**src/rtl/dds_pkg.sv**
```systemverilog
`default_nettype none
// ============================================================================
// Module      : dds_pkg
// Description : Shared constants and FSM state encoding for the multi-channel
//               DDS sequencer (channel count, accumulator/ROM widths).
// Revision    : 1.0 - initial release
// ============================================================================

// ROM address width of the attached signal_sine_rom; may be overridden by
// the build before this package is compiled.
`ifndef ROM_PHASE_BIT
`define ROM_PHASE_BIT 10
`endif

package dds_pkg;

    localparam int N_CH    = 4;                 // number of channels
    localparam int ACC_W   = 32;                // phase accumulator / FTW width
    localparam int PHASE_W = `ROM_PHASE_BIT;    // ROM address width
    localparam int DATA_W  = 12;                // ROM sample width
    localparam int CH_W    = $clog2(N_CH);      // channel index width

    // Scheduler round state
    typedef enum logic [1:0] {
        ST_IDLE  = 2'd0,    // waiting for a sample tick
        ST_ISSUE = 2'd1,    // one ROM read slot per cycle
        ST_DRAIN = 2'd2     // flushing the ROM/tag pipeline
    } state_t;

endpackage : dds_pkg

`default_nettype wire

```
**src/rtl/dds_phase_acc.sv**
```systemverilog
`default_nettype none
// ============================================================================
// Module      : dds_phase_acc
// Description : One DDS channel: frequency tuning word register plus phase
//               accumulator. On 'step' the accumulator advances by the tuning
//               word when enabled, or clears when disabled.
// Ports       : clk, rst      - clock, synchronous active-high reset
//               wr, ftw_data  - tuning word write strobe / value
//               step          - advance the accumulator this cycle
//               en            - channel enable applied on step
//               phase         - ROM-address bits of the current accumulator
//               phase_nxt     - ROM-address bits the accumulator takes on step
// Revision    : 1.0 - initial release
// ============================================================================

module dds_phase_acc #(
    parameter int ACC_W   = 32,
    parameter int PHASE_W = 10
) (
    input  logic               clk,
    input  logic               rst,
    input  logic               wr,
    input  logic [ACC_W-1:0]   ftw_data,
    input  logic               step,
    input  logic               en,
    output logic [PHASE_W-1:0] phase,
    output logic [PHASE_W-1:0] phase_nxt
);

    logic [ACC_W-1:0] r_ftw;
    logic [ACC_W-1:0] r_acc;
    logic [ACC_W-1:0] w_acc_nxt;

    // Step uses the tuning word as registered before this cycle, so a write
    // landing in the same cycle as a step only affects the following step.
    assign w_acc_nxt = en ? (r_acc + r_ftw) : '0;

    always_ff @(posedge clk) begin
        if (rst) begin
            r_ftw <= '0;
            r_acc <= '0;
        end else begin
            if (wr) begin
                r_ftw <= ftw_data;
            end
            if (step) begin
                r_acc <= w_acc_nxt;
            end
        end
    end

    assign phase     = r_acc[ACC_W-1 -: PHASE_W];
    assign phase_nxt = w_acc_nxt[ACC_W-1 -: PHASE_W];

endmodule : dds_phase_acc

`default_nettype wire

```
**src/rtl/dds_channel_scheduler.sv**
```systemverilog
`default_nettype none
// ============================================================================
// Module      : dds_channel_scheduler
// Description : Multi-channel DDS sequencer sharing one registered sine ROM.
//               A sample tick advances every enabled accumulator, then one
//               ROM read is issued per channel in a fixed round-robin slot and
//               the returned samples are tagged with their channel number.
// Ports       : clk, rst                 - clock, synchronous active-high reset
//               sample_tick              - request to start a sampling round
//               ch_en                    - per-channel enable, sampled on accept
//               ftw_wr/ftw_ch/ftw_data   - tuning word write port
//               rom_phase / rom_value    - ROM address out / data in (1 cycle)
//               sample_out/ch/valid      - tagged sample output
//               busy                     - round in progress
//               overrun                  - pulse: tick dropped while busy
// Revision    : 1.0 - initial release
// ============================================================================

module dds_channel_scheduler #(
    parameter int N_CH    = dds_pkg::N_CH,
    parameter int ACC_W   = dds_pkg::ACC_W,
    parameter int PHASE_W = dds_pkg::PHASE_W,
    parameter int DATA_W  = dds_pkg::DATA_W,
    parameter int CH_W    = $clog2(N_CH)
) (
    input  logic               clk,
    input  logic               rst,
    input  logic               sample_tick,
    input  logic [N_CH-1:0]    ch_en,
    input  logic               ftw_wr,
    input  logic [CH_W-1:0]    ftw_ch,
    input  logic [ACC_W-1:0]   ftw_data,
    output logic [PHASE_W-1:0] rom_phase,
    input  logic [DATA_W-1:0]  rom_value,
    output logic [DATA_W-1:0]  sample_out,
    output logic [CH_W-1:0]    sample_ch,
    output logic               sample_valid,
    output logic               busy,
    output logic               overrun
);

    import dds_pkg::*;

    localparam logic [CH_W-1:0] c_LAST_SLOT = CH_W'(N_CH - 1);

    // ------------------------------------------------------------------
    // Declarations
    // ------------------------------------------------------------------
    state_t              r_state;
    state_t              w_state_nxt;

    logic                w_accept;      // tick accepted this cycle
    logic                w_issue;       // in an ISSUE slot
    logic                w_last;        // current slot is the final one
    logic                w_busy;
    logic                w_tag_load;    // a ROM read is launched this cycle

    logic [CH_W-1:0]     r_slot;
    logic [CH_W-1:0]     w_slot_inc;
    logic                r_drain;
    logic [N_CH-1:0]     r_en_q;

    logic [N_CH-1:0]     w_wr;
    logic [PHASE_W-1:0]  w_phase     [N_CH];
    logic [PHASE_W-1:0]  w_phase_nxt [N_CH];

    logic [CH_W-1:0]     w_sel;
    logic [PHASE_W-1:0]  w_rd_phase;
    logic                w_rd_en;

    logic [PHASE_W-1:0]  r_rom_phase;
    logic                r_tag1_vld;
    logic [CH_W-1:0]     r_tag1_ch;
    logic                r_tag1_en;
    logic                r_tag2_vld;
    logic [CH_W-1:0]     r_tag2_ch;
    logic                r_tag2_en;

    logic [DATA_W-1:0]   r_sample_out;
    logic [CH_W-1:0]     r_sample_ch;
    logic                r_sample_valid;
    logic                r_overrun;

    // ------------------------------------------------------------------
    // Per-channel tuning word / accumulator
    // ------------------------------------------------------------------
    for (genvar gi = 0; gi < N_CH; gi++) begin : g_ch
        assign w_wr[gi] = ftw_wr && (ftw_ch == CH_W'(gi));

        dds_phase_acc #(
            .ACC_W   (ACC_W),
            .PHASE_W (PHASE_W)
        ) u_phase_acc (
            .clk       (clk),
            .rst       (rst),
            .wr        (w_wr[gi]),
            .ftw_data  (ftw_data),
            .step      (w_accept),
            .en        (ch_en[gi]),
            .phase     (w_phase[gi]),
            .phase_nxt (w_phase_nxt[gi])
        );
    end

    // ------------------------------------------------------------------
    // FSM: state register
    // ------------------------------------------------------------------
    always_ff @(posedge clk) begin
        if (rst) begin
            r_state <= ST_IDLE;
        end else begin
            r_state <= w_state_nxt;
        end
    end

    // ------------------------------------------------------------------
    // FSM: next-state logic
    // ------------------------------------------------------------------
    always_comb begin
        w_state_nxt = r_state;
        case (r_state)
            ST_IDLE: begin
                if (sample_tick) begin
                    w_state_nxt = ST_ISSUE;
                end
            end
            ST_ISSUE: begin
                if (r_slot == c_LAST_SLOT) begin
                    w_state_nxt = ST_DRAIN;
                end
            end
            ST_DRAIN: begin
                // Second drain cycle returns to idle
                if (r_drain) begin
                    w_state_nxt = ST_IDLE;
                end
            end
            default: begin
                w_state_nxt = ST_IDLE;
            end
        endcase
    end

    // ------------------------------------------------------------------
    // FSM: output decode
    // ------------------------------------------------------------------
    always_comb begin
        w_accept = 1'b0;
        w_issue  = 1'b0;
        w_last   = 1'b0;
        w_busy   = 1'b1;
        case (r_state)
            ST_IDLE: begin
                w_busy   = 1'b0;
                w_accept = sample_tick;
            end
            ST_ISSUE: begin
                w_issue = 1'b1;
                w_last  = (r_slot == c_LAST_SLOT);
            end
            default: begin
                w_busy = 1'b1;
            end
        endcase
    end

    // ------------------------------------------------------------------
    // Read mux
    // The ROM address register runs one slot ahead of the slot counter so
    // that channel k's address is on rom_phase during ISSUE slot k. The read
    // for channel 0 is launched in the accept cycle itself, from the value
    // its accumulator is being loaded with; later channels read the already
    // advanced accumulators.
    // ------------------------------------------------------------------
    assign w_slot_inc = r_slot + CH_W'(1);
    assign w_sel      = w_accept ? '0 : w_slot_inc;
    assign w_rd_phase = w_accept ? w_phase_nxt[w_sel] : w_phase[w_sel];
    assign w_rd_en    = w_accept ? ch_en[w_sel] : r_en_q[w_sel];
    assign w_tag_load = w_accept || (w_issue && !w_last);

    // ------------------------------------------------------------------
    // Slot counter, address register, tag pipeline, capture register
    // ------------------------------------------------------------------
    always_ff @(posedge clk) begin
        if (rst) begin
            r_slot         <= '0;
            r_drain        <= 1'b0;
            r_en_q         <= '0;
            r_rom_phase    <= '0;
            r_tag1_vld     <= 1'b0;
            r_tag1_ch      <= '0;
            r_tag1_en      <= 1'b0;
            r_tag2_vld     <= 1'b0;
            r_tag2_ch      <= '0;
            r_tag2_en      <= 1'b0;
            r_sample_out   <= '0;
            r_sample_ch    <= '0;
            r_sample_valid <= 1'b0;
            r_overrun      <= 1'b0;
        end else begin
            if (w_accept) begin
                r_en_q <= ch_en;
                r_slot <= '0;
            end else if (w_issue) begin
                r_slot <= w_slot_inc;
            end

            r_drain <= (r_state == ST_DRAIN) && !r_drain;

            if (w_tag_load) begin
                r_rom_phase <= w_rd_phase;
            end

            // Stage 1 travels with rom_phase, stage 2 with rom_value
            r_tag1_vld <= w_tag_load;
            r_tag1_ch  <= w_sel;
            r_tag1_en  <= w_rd_en;
            r_tag2_vld <= r_tag1_vld;
            r_tag2_ch  <= r_tag1_ch;
            r_tag2_en  <= r_tag1_en;

            // Disabled channels use their slot but leave the output untouched
            r_sample_valid <= r_tag2_vld && r_tag2_en;
            if (r_tag2_vld && r_tag2_en) begin
                r_sample_out <= rom_value;
                r_sample_ch  <= r_tag2_ch;
            end

            r_overrun <= sample_tick && w_busy;
        end
    end

    assign rom_phase    = r_rom_phase;
    assign sample_out   = r_sample_out;
    assign sample_ch    = r_sample_ch;
    assign sample_valid = r_sample_valid;
    assign busy         = w_busy;
    assign overrun      = r_overrun;

endmodule : dds_channel_scheduler

`default_nettype wire

```
**config.mk**
```make
export PLATFORM = sky130hd
export DESIGN_NAME = dds_channel_scheduler
export DESIGN_NICKNAME = d
export VERILOG_FILES = /design/src/rtl/dds_pkg.sv /design/src/rtl/dds_phase_acc.sv /design/src/rtl/dds_channel_scheduler.sv
export SDC_FILE = /design/constraint.sdc
export NUM_CORES = 1
export LEC_CHECK = 0
export CAP_MARGIN = 10
export CELL_PAD_IN_SITES_DETAIL_PLACEMENT = 2
export CELL_PAD_IN_SITES_GLOBAL_PLACEMENT = 2
export CORE_UTILIZATION = 39
export CTS_BUF_LIST = sky130_fd_sc_hd__clkbuf_4
export DETAILED_ROUTE_END_ITERATION = 6
export GPL_TIMING_DRIVEN = 0
export PLACE_DENSITY = 0.85
export SETUP_SLACK_MARGIN = 0.5
export SYNTH_ARGS = -nofsm -noshare
export SYNTH_HDL_FRONTEND = slang
export SYNTH_HIERARCHICAL = 1
export SYNTH_SLANG_ARGS = --single-unit
```
**constraint.sdc**
```tcl
create_clock -name clk -period 4.2 [get_ports clk]
set_clock_uncertainty 0.2 [all_clocks]
set_input_delay 0.84 -clock clk [delete_from_list [all_inputs] [get_ports clk]]
set_output_delay 0.84 -clock clk [all_outputs]
set_load 0.005 [all_outputs]
```
==> results.py, run 1 <==
metrics = {
    "pwr": {
        "irDropWorstVdd_v": 0.000189,
        "seq_power_share_pct": 45.5,
        "switching_power_w": 0.00195,
        "p_leak_nw": 8.62,
        "combPwrFrac_pct": 11.7,
        "p_per_area_mw_per_mm2": 313,
        "power.total_w": 0.00652,
        "p_clk_share_pct": 42.8,
        "p_int_w": 0.00456,
        "switching_share_pct": 30.0,
    },
    "cells_and_area": {
        "area_growth_pct": 15.2,
        "finish.instance_area_mm2": 0.0208,
        "final_cells": 2974,
        "drive_gt1_share_pct": 10.9,
        "nets": 2493,
    },
    "timing": {
        "hold_viol_final": 0,
        "fmax_mhz": 278,
        "drv_slew": 0,
        "rsz0062_at_grt": "yes",
        "period_share_pct": 85.5,
        "maxSlewHeadroom_pct": 39.0,
        "timing.setup.tns_ns": 0,
        "setup_violations": 0,
        "min_period_ns": 3.59,
        "tightest_slew_ns": 0.915,
        "hold_slack_ns": 0.239,
    },
    "setup_path": {
        "crit_type": "flip-flop to flip-flop",
        "cp_max_fo": 5,
        "worstPathArrival_ns": 4.06,
        "start_kind": "flip-flop",
        "slowest_stage": "dfxtp_4",
        "critical_path.max_stage_delay_ns": 0.37,
        "critPathCaptureType": "flip-flop",
        "cp_common_cell": "buf_4",
        "worstPathRequired_ns": 4.66,
        "crit_chain": "ha_4, inv_1, fa_2, and2b_2, o2111ai_4, a2111oi_4, buf_4, o31ai_4, o211a_4, o21a_4, xnor2_2, and2_1, buf_4, o221ai_1, nor3_1",
    },
    "placed_design": {
        "place_inst": 2816,
        "portBuffers": 80,
        "hpwl_um": 53100,
        "place.gp.congestion": 0.902,
        "place_area_mm2": 0.0196,
    },
    "yosys": {
        "synthCells": 2136,
        "yosys_warnings": 6,
        "syn_nets": 2319,
        "synth_area_per_cell_um2": 8.45,
        "syn_area_mm2": 0.0180,
    },
    "floorplanning": {
        "die_area_mm2": 0.0471,
        "initial_core_util_pct": 39.7,
        "rows": 78,
        "ioPinCount": 81,
        "die_w_um": 217,
        "core_mm2": 0.0455,
        "die_y_um": 217,
    },
    "cts": {
        "path_clk_slew_ns": 0.07,
        "cts_buffer_depth": 3,
        "cts.sinks": 299,
        "cts_tree": "built",
        "h-tree-depth": 3,
        "clk_latency_ns": 0.84,
        "cts_root_buf": "clkbuf_4",
        "cts_made_buffers": 88,
        "cts_hold_buf": 0,
    },
    "route": {
        "met2WireLength_um": 34800,
        "route.detailed.drc": 0,
        "highest_layer": "met4",
        "route.vias.total": 17808,
        "drtAntennaViolNets": 0,
        "totalWireLength_um": 74100,
        "drtIter0Drc": 808,
        "met3_length_um": 4030,
        "drtPass1Iterations": 5,
        "met1_length_um": 31300,
        "wire_per_inst_um": 24.9,
        "via_per_inst": 5.99,
    },
    "status": {
        "status": "finished clean",
    },
    "run": {
        "drv_cap": 0,
    },
    "global_routing": {
        "grt_pass1_wl_um": 113000,
        "grt-ovfl-total": 0,
        "grt_pass1_vias": 19529,
        "antenna_found_initial": 2,
        "grt_max_degree": 31,
        "grt_usage_pct": 31.3,
    },
    "min_path": {
        "hold_class": "flip-flop to flip-flop",
    },
}
[worst max-delay path: cells and delay by family, from the launching register on]
| family | cells | cell delay (ns) |
|---|---|---|
| compound gates | 6 | 1.34 |
| xor+xnor | 1 | 0.14 |
| fa+ha+maj | 2 | 0.48 |
| buf+inv | 3 | 0.39 |
| flops | 1 | 0.37 |
| simple gates | 3 | 0.50 |
[path summary, 6_finish.rpt]
path                                                           startpoint  cells after the start                   endpoint  slack, ns
worst min register to register                         r_drain$_SDFF_PP0_                      1         r_drain$_SDFF_PP0_       0.24
worst min-delay path                                   r_drain$_SDFF_PP0_                      1         r_drain$_SDFF_PP0_       0.24
worst max-delay path            g_ch[0].u_phase_acc/r_ftw[0]$_SDFFE_PP0P_                     15  rom_phase[4]$_SDFFE_PP0P_       0.61
worst max register to register  g_ch[0].u_phase_acc/r_ftw[0]$_SDFFE_PP0P_                     15  rom_phase[4]$_SDFFE_PP0P_       0.61
[timing repair]
action | in CTS | in global routing
pin swaps | 3 | 6
endpoints found under the setup margin | 5 | 13
gates resized for setup | 10 | 9
buffers inserted | 3 | 1
[stage by stage]
step	utilization (%)	setup slack, ns
after CTS	45.6	0.493
after floorplan	-	1.03
after detailed placement	43.1	-0.226
after global placement	43.1	-0.830
final	45.7	0.607
after global routing	45.7	0.457
[layout make-up]
| type | count | area, um^2 |
|---|---|---|
| Multi-Input combinational cell | 1610 | 11100 |
| Clock inverter | 28 | 135 |
| Antenna cell | 3 | 7.51 |
| Clock buffer | 123 | 923 |
| Inverter | 62 | 233 |
| Tap cell | 600 | 751 |
| Fill cell | 5152 | 24700 |
| Timing Repair Buffer | 84 | 831 |
| Buffer | 165 | 862 |
| Sequential cell | 299 | 5990 |
[metal layers]
| metal | global-route usage (%) | vias to the layer above |
|---|---|---|
| li1 | - | 8103 |
| met1 | 37.8 | 8993 |
| met2 | 53.1 | 515 |
| met3 | 5.16 | 197 |
| met4 | 16.9 | 0 |
| met5 | 0 | - |
[registers in the layout, summed over array words and instances, names as in the netlist]
signal	count
g_ch.u_phase_acc/r_acc	128
g_ch.u_phase_acc/r_ftw	128
sample_out	12
rom_phase	10
r_en_q	4
r_slot	2
r_state	2
r_tag1_ch	2
r_tag2_ch	2
sample_ch	2
overrun	1
r_drain	1
r_tag1_en	1
r_tag1_vld	1
r_tag2_en	1
r_tag2_vld	1
sample_valid	1
[placed cells by master, fill, tap and decap left out, types with 52 or more instances in the layout]
cell type and instances:
dfxtp_1 297, nor2_1 256, nand2_1 171, a21oi_1 148, mux2i_1 134, clkbuf_4 124
ha_1 124, clkdlybuf4s50_1 80, clkbuf_1 70, a21o_1 58, nand3_1 54, buf_4 54
inv_1 52
[power by group through the flow]
stage | clock network (W) | registers, W | logic, W
6_report | 0.00279 | 0.00297 | 0.000760
2_1_floorplan | 0 | 0.00300 | 0.000415
5_1_grt | 0.00301 | 0.00297 | 0.000806
3_3_place_gp | 0 | 0.00302 | 0.000701
3_5_place_dp | 0 | 0.00303 | 0.000737
4_1_cts | 0.00288 | 0.00296 | 0.000751
No activity file was read; power rests on OpenSTA's default activity.
==> inputs of run 2 (changes only) <==
ABC_AREA = 1   (was default)
CORE_UTILIZATION = 35   (was 39)
PLACE_DENSITY = 0.86   (was 0.85)
==> results.py, run 2 <==
metrics = {
    "cts": {
        "ctsResizeCount": 0,
        "cts_tree": "built",
        "h-tree-depth": 3,
        "cts_root_buf": "clkbuf_4",
        "cts.sinks": 299,
        "cts_buffer_depth": 3,
        "cts_made_buffers": 91,
        "path_clk_slew_ns": 0.07,
        "clk_latency_ns": 0.97,
        "postCtsSetupBuffers": 0,
        "cts_hold_buf": 0,
    },
    "timing": {
        "setup_violations": 0,
        "maxSlewHeadroom_pct": 13.5,
        "min_period_ns": 3.14,
        "period_share_pct": 74.7,
        "tightest_slew_ns": 1.29,
        "fmax_mhz": 319,
        "timing.setup.tns_ns": 0,
        "hold_viol_final": 0,
        "rsz0062_at_grt": "no",
        "drv_slew": 0,
    },
    "global_routing": {
        "grt_usage_pct": 35.0,
        "antenna_found_initial": 7,
        "grt-ovfl-total": 0,
        "grt_pass1_vias": 27831,
        "grt_pass1_wl_um": 164000,
        "grt_max_degree": 24,
    },
    "yosys": {
        "yosys_warnings": 6,
        "syn_area_mm2": 0.0212,
        "synthCells": 3457,
        "synth_area_per_cell_um2": 6.12,
        "syn_nets": 3640,
    },
    "route": {
        "drtAntennaViolNets": 0,
        "drtPass1Iterations": 5,
        "route.vias.total": 24439,
        "totalWireLength_um": 108000,
        "route.detailed.drc": 0,
        "via_per_inst": 5.45,
        "drtIter0Drc": 1150,
        "wire_per_inst_um": 24.0,
    },
    "floorplanning": {
        "rows": 89,
        "die_y_um": 248,
        "die_w_um": 248,
        "ioPinCount": 81,
        "initial_core_util_pct": 35.6,
        "die_area_mm2": 0.0614,
        "core_mm2": 0.0594,
    },
    "pwr": {
        "p_leak_nw": 12.7,
        "irDropWorstVdd_v": 0.000207,
        "p_per_area_mw_per_mm2": 312,
    },
    "cells_and_area": {
        "drive_gt1_share_pct": 11.0,
        "final_cell_mix": "nand2_1, inv_1, nor2_1",
        "area_growth_pct": 13.9,
        "layout_commonest_cell": "nand2_1",
        "final_util_pct": 40.6,
        "nets": 3813,
        "fillers": 7466,
    },
    "min_path": {
        "hold_path_depth": 2,
        "hold_class": "flip-flop to flip-flop",
    },
    "setup_path": {
        "reg2reg_depth": 20,
        "start_kind": "flip-flop",
        "worstPathArrival_ns": 3.73,
        "crit_type": "flip-flop to flip-flop",
        "critPathCaptureType": "flip-flop",
        "cp_max_fo": 5,
        "worstPathRequired_ns": 4.80,
    },
    "run": {
        "drv_cap": 0,
    },
    "placed_design": {
        "place.gp.congestion": 0.893,
        "portBuffers": 80,
        "hpwl_um": 73500,
    },
    "status": {
        "status": "finished clean",
    },
}
run 2: changes by cell type in the layout (fill, tap and decap cells not counted), moves of 42 or more:
| cell | previous run | this run |
|---|---|---|
| a21o_1 | 58 | 8 |
| a21oi_1 | 148 | 235 |
| a22oi_1 | 42 | 0 |
| inv_1 | 52 | 511 |
| mux2i_1 | 134 | 0 |
| nand2_1 | 171 | 977 |
| nand2_2 | 0 | 52 |
| nand3_1 | 54 | 159 |
| nand3_2 | 0 | 61 |
| nor2_1 | 256 | 453 |
| o21ai_0 | 48 | 244 |
run 2: final cells by class:
type	count	area, um^2	share of cell area [%]
buffer	139	772	3.21
clock buffer	117	878	3.65
inverter	548	2060	8.54
clock inverter	50	270	1.12
multi-input combinational	2471	12300	51.2
tap	773	967	4.02
timing repair buffer	80	796	3.30
antenna	8	20.0	0.0831
sequential	299	5990	24.9
run 2: power by group:
part	switching, W	leakage (nW)	total [W]	internal [W]
Clock	0.00165	0.677	0.00310	0.00145
Sequential	0.000137	2.44	0.00311	0.00297
Combinational	0.000882	9.56	0.00131	0.000423
run 2: per-stage QoR:
| stage | setup WS (ns) | cells | cell area, um^2 | hold slack [ns] | power (W) |
|---|---|---|---|---|---|
| floorplan | 1.86 | 3457 | 21200 | 0.188 | 0.00383 |
| global placement | 0.0415 | 4310 | 22900 | 0.200 | 0.00427 |
| detailed placement | 0.511 | 4310 | 22900 | 0.207 | 0.00435 |
| CTS | 1.09 | 4477 | 24100 | 0.238 | 0.00754 |
| global route | 0.878 | 4483 | 24100 | 0.251 | 0.00778 |
| finish | 1.06 | 4485 | 24100 | 0.241 | 0.00751 |
run 2: path summary, 6_finish.rpt:
check / startpoint / to / slack [ns]
min reg2reg: r_tag1_ch[1]$_SDFF_PP0_ / r_tag2_ch[1]$_SDFF_PP0_ / 0.24
max reg2reg: g_ch[0].u_phase_acc/r_ftw[0]$_SDFFE_PP0P_ / rom_phase[6]$_SDFFE_PP0P_ / 1.06
min: r_tag1_ch[1]$_SDFF_PP0_ / r_tag2_ch[1]$_SDFF_PP0_ / 0.24
max: g_ch[0].u_phase_acc/r_ftw[0]$_SDFFE_PP0P_ / rom_phase[6]$_SDFFE_PP0P_ / 1.06
run 2: worst max-delay path: stages, from the launching register on:
cell     delay, ns
dfxtp_1       0.42
ha_1          0.26
inv_1         0.08
fa_1          0.37
inv_1         0.17
nand3_1       0.09
nand3_1       0.16
nand3_1       0.12
nand3_2       0.12
nand2_1       0.09
nand2_1       0.08
nand2_1       0.06
nand3_1       0.14
inv_1         0.08
buf_4         0.14
nor2_1        0.13
nor2_1        0.07
o21ai_1       0.11
inv_1         0.06
nand2_1       0.06
inv_1         0.04
run 2: per-layer routing:
layer  wire length [um]  global-route usage, %
met3               5260                   6.88
met5                 26                      0
met2              52900                   62.0
met1              41700                   37.5
met4               7660                   23.4
==> inputs of run 3 (changes only) <==
CORE_UTILIZATION = 31   (was 35)
PLACE_DENSITY = 0.81   (was 0.86)
clock period = 2.8 ns   (was 4.2 ns; I/O delays follow)
==> results.py, run 3 (synthesized netlist as in run 2, its figures left out) <==
metrics = {
    "status": {
        "status": "finished clean",
    },
    "run": {
        "drv_cap": 0,
    },
    "placed_design": {
        "portBuffers": 80,
        "hpwl_um": 69400,
        "place.gp.congestion": 0.841,
    },
    "cts": {
        "path_clk_slew_ns": 0.08,
        "cts_hold_buf": 0,
        "cts_buffer_depth": 3,
        "cts_made_buffers": 90,
        "clk_latency_ns": 0.89,
        "cts_root_buf": "clkbuf_4",
        "cts.sinks": 299,
        "h-tree-depth": 3,
        "cts_tree": "built",
    },
    "route": {
        "route.vias.total": 24025,
        "via_per_inst": 5.19,
        "wire_per_inst_um": 22.3,
        "drtPass1Iterations": 5,
        "route.detailed.drc": 0,
        "totalWireLength_um": 103000,
        "drtIter0Drc": 1047,
        "drtAntennaViolNets": 0,
    },
    "floorplanning": {
        "die_w_um": 263,
        "die_y_um": 263,
        "ioPinCount": 81,
        "die_area_mm2": 0.0693,
        "initial_core_util_pct": 31.4,
        "core_mm2": 0.0674,
        "rows": 95,
    },
    "global_routing": {
        "grt-ovfl-total": 0,
        "grt_pass1_vias": 25356,
        "grt_pass1_wl_um": 145000,
        "grt_max_degree": 24,
        "antenna_found_initial": 7,
        "grt_usage_pct": 26.9,
    },
    "pwr": {
        "p_per_area_mw_per_mm2": 422,
        "power.total_w": 0.0111,
        "p_leak_nw": 13.5,
        "irDropWorstVdd_v": 0.000217,
    },
    "timing": {
        "rsz0062_at_grt": "yes",
        "maxSlewHeadroom_pct": 42.6,
        "fmax_mhz": 368,
        "period_share_pct": 97.1,
        "tightest_slew_ns": 0.860,
        "min_period_ns": 2.72,
        "setup_violations": 0,
        "timing.setup.tns_ns": 0,
        "hold_viol_final": 0,
        "drv_slew": 0,
    },
    "min_path": {
        "hold_class": "input port to flip-flop",
    },
    "setup_path": {
        "cp_max_fo": 4,
        "worstPathRequired_ns": 3.34,
        "crit_type": "flip-flop to flip-flop",
        "critPathCaptureType": "flip-flop",
        "start_kind": "flip-flop",
        "worstPathArrival_ns": 3.26,
    },
    "cells_and_area": {
        "layout_commonest_cell": "nand2_1",
        "fillers": 8229,
        "final_cell_mix": "nand2_1, inv_1, nor2_1",
        "nets": 3879,
        "drive_gt1_share_pct": 21.2,
        "area_growth_pct": 23.9,
    },
}
[run 3: power by group]
part           total, W  switching [W]  leakage [nW]  internal, W
sequential      0.00467       0.000213          2.47      0.00446
clock           0.00432        0.00225         0.637      0.00207
combinational   0.00207        0.00133          10.4     0.000743
total            0.0111        0.00379          13.5      0.00727
[run 3: worst paths after layout]
path	start	endpoint	slack, ns	cells after the start
worst min register to register	r_tag1_en$_SDFF_PP0_	r_tag2_en$_SDFF_PP0_	0.23	2
worst max-delay path	g_ch[0].u_phase_acc/r_ftw[1]$_SDFFE_PP0P_	rom_phase[6]$_SDFFE_PP0P_	0.08	19
worst max register to register	g_ch[0].u_phase_acc/r_ftw[1]$_SDFFE_PP0P_	rom_phase[6]$_SDFFE_PP0P_	0.08	19
worst min-delay path	rom_value[7]	sample_out[7]$_SDFFE_PP0P_	0.16	3
[run 3: per-stage QoR]
stage	hold WS, ns	instance area (um^2)	utilization [%]	std cells	setup slack (ns)
3_5_place_dp	0.211	23000	34.2	4410	-0.541
6_report	0.157	26200	38.9	4632	0.0810
3_3_place_gp	0.193	23100	34.2	4410	-0.744
4_1_cts	0.0534	25300	37.5	4594	0.300
2_1_floorplan	0.188	21200	-	3457	0.502
5_1_grt	0.0878	26200	38.9	4632	0.0594
[run 3: timing repair]
action,in CTS,in global routing
pin swaps,47,42
resized for setup,281,195
setup buffers,31,36
setup endpoints to repair,178,81
[run 3: cell type report]
cell class / count / area (um^2) / area share, %
buffer: 139 / 796 / 3.04
inverter: 548 / 2080 / 7.93
sequential: 299 / 6100 / 23.3
tap: 873 / 1090 / 4.17
timing repair buffer: 147 / 1340 / 5.13
antenna: 2 / 5.00 / 0.0191
clock inverter: 27 / 131 / 0.501
clock buffer: 126 / 946 / 3.61
multi-input combinational: 2471 / 13700 / 52.3
[run 3: critical path, cell delays in order (launching register included)]
cell and delay [ns]:
dfxtp_1 0.42, inv_1 0.12, fa_2 0.41, inv_4 0.10
nand3_4 0.10, nand3_4 0.16, nand3_4 0.11, nand3_4 0.12
nand2_4 0.07, nand2_2 0.07, nand2_2 0.05, nand3_2 0.08
inv_2 0.04, buf_4 0.12, nor2_2 0.09, nor2_1 0.05
o21ai_1 0.13, inv_1 0.07, nand2_1 0.06, inv_1 0.03
[run 3: metal layers]
metal  vias to the layer above  share of wire [%]  routed length, um  global-route usage (%)
li1                      11301                  -                  -                       -
met1                     11853                 42              43600                    32.9
met2                       578                 48              49900                    46.3
met3                       289                4.0               4090                    4.18
met4                         4                5.4               5550                    12.3
met5                         -              0.026                 27                       0
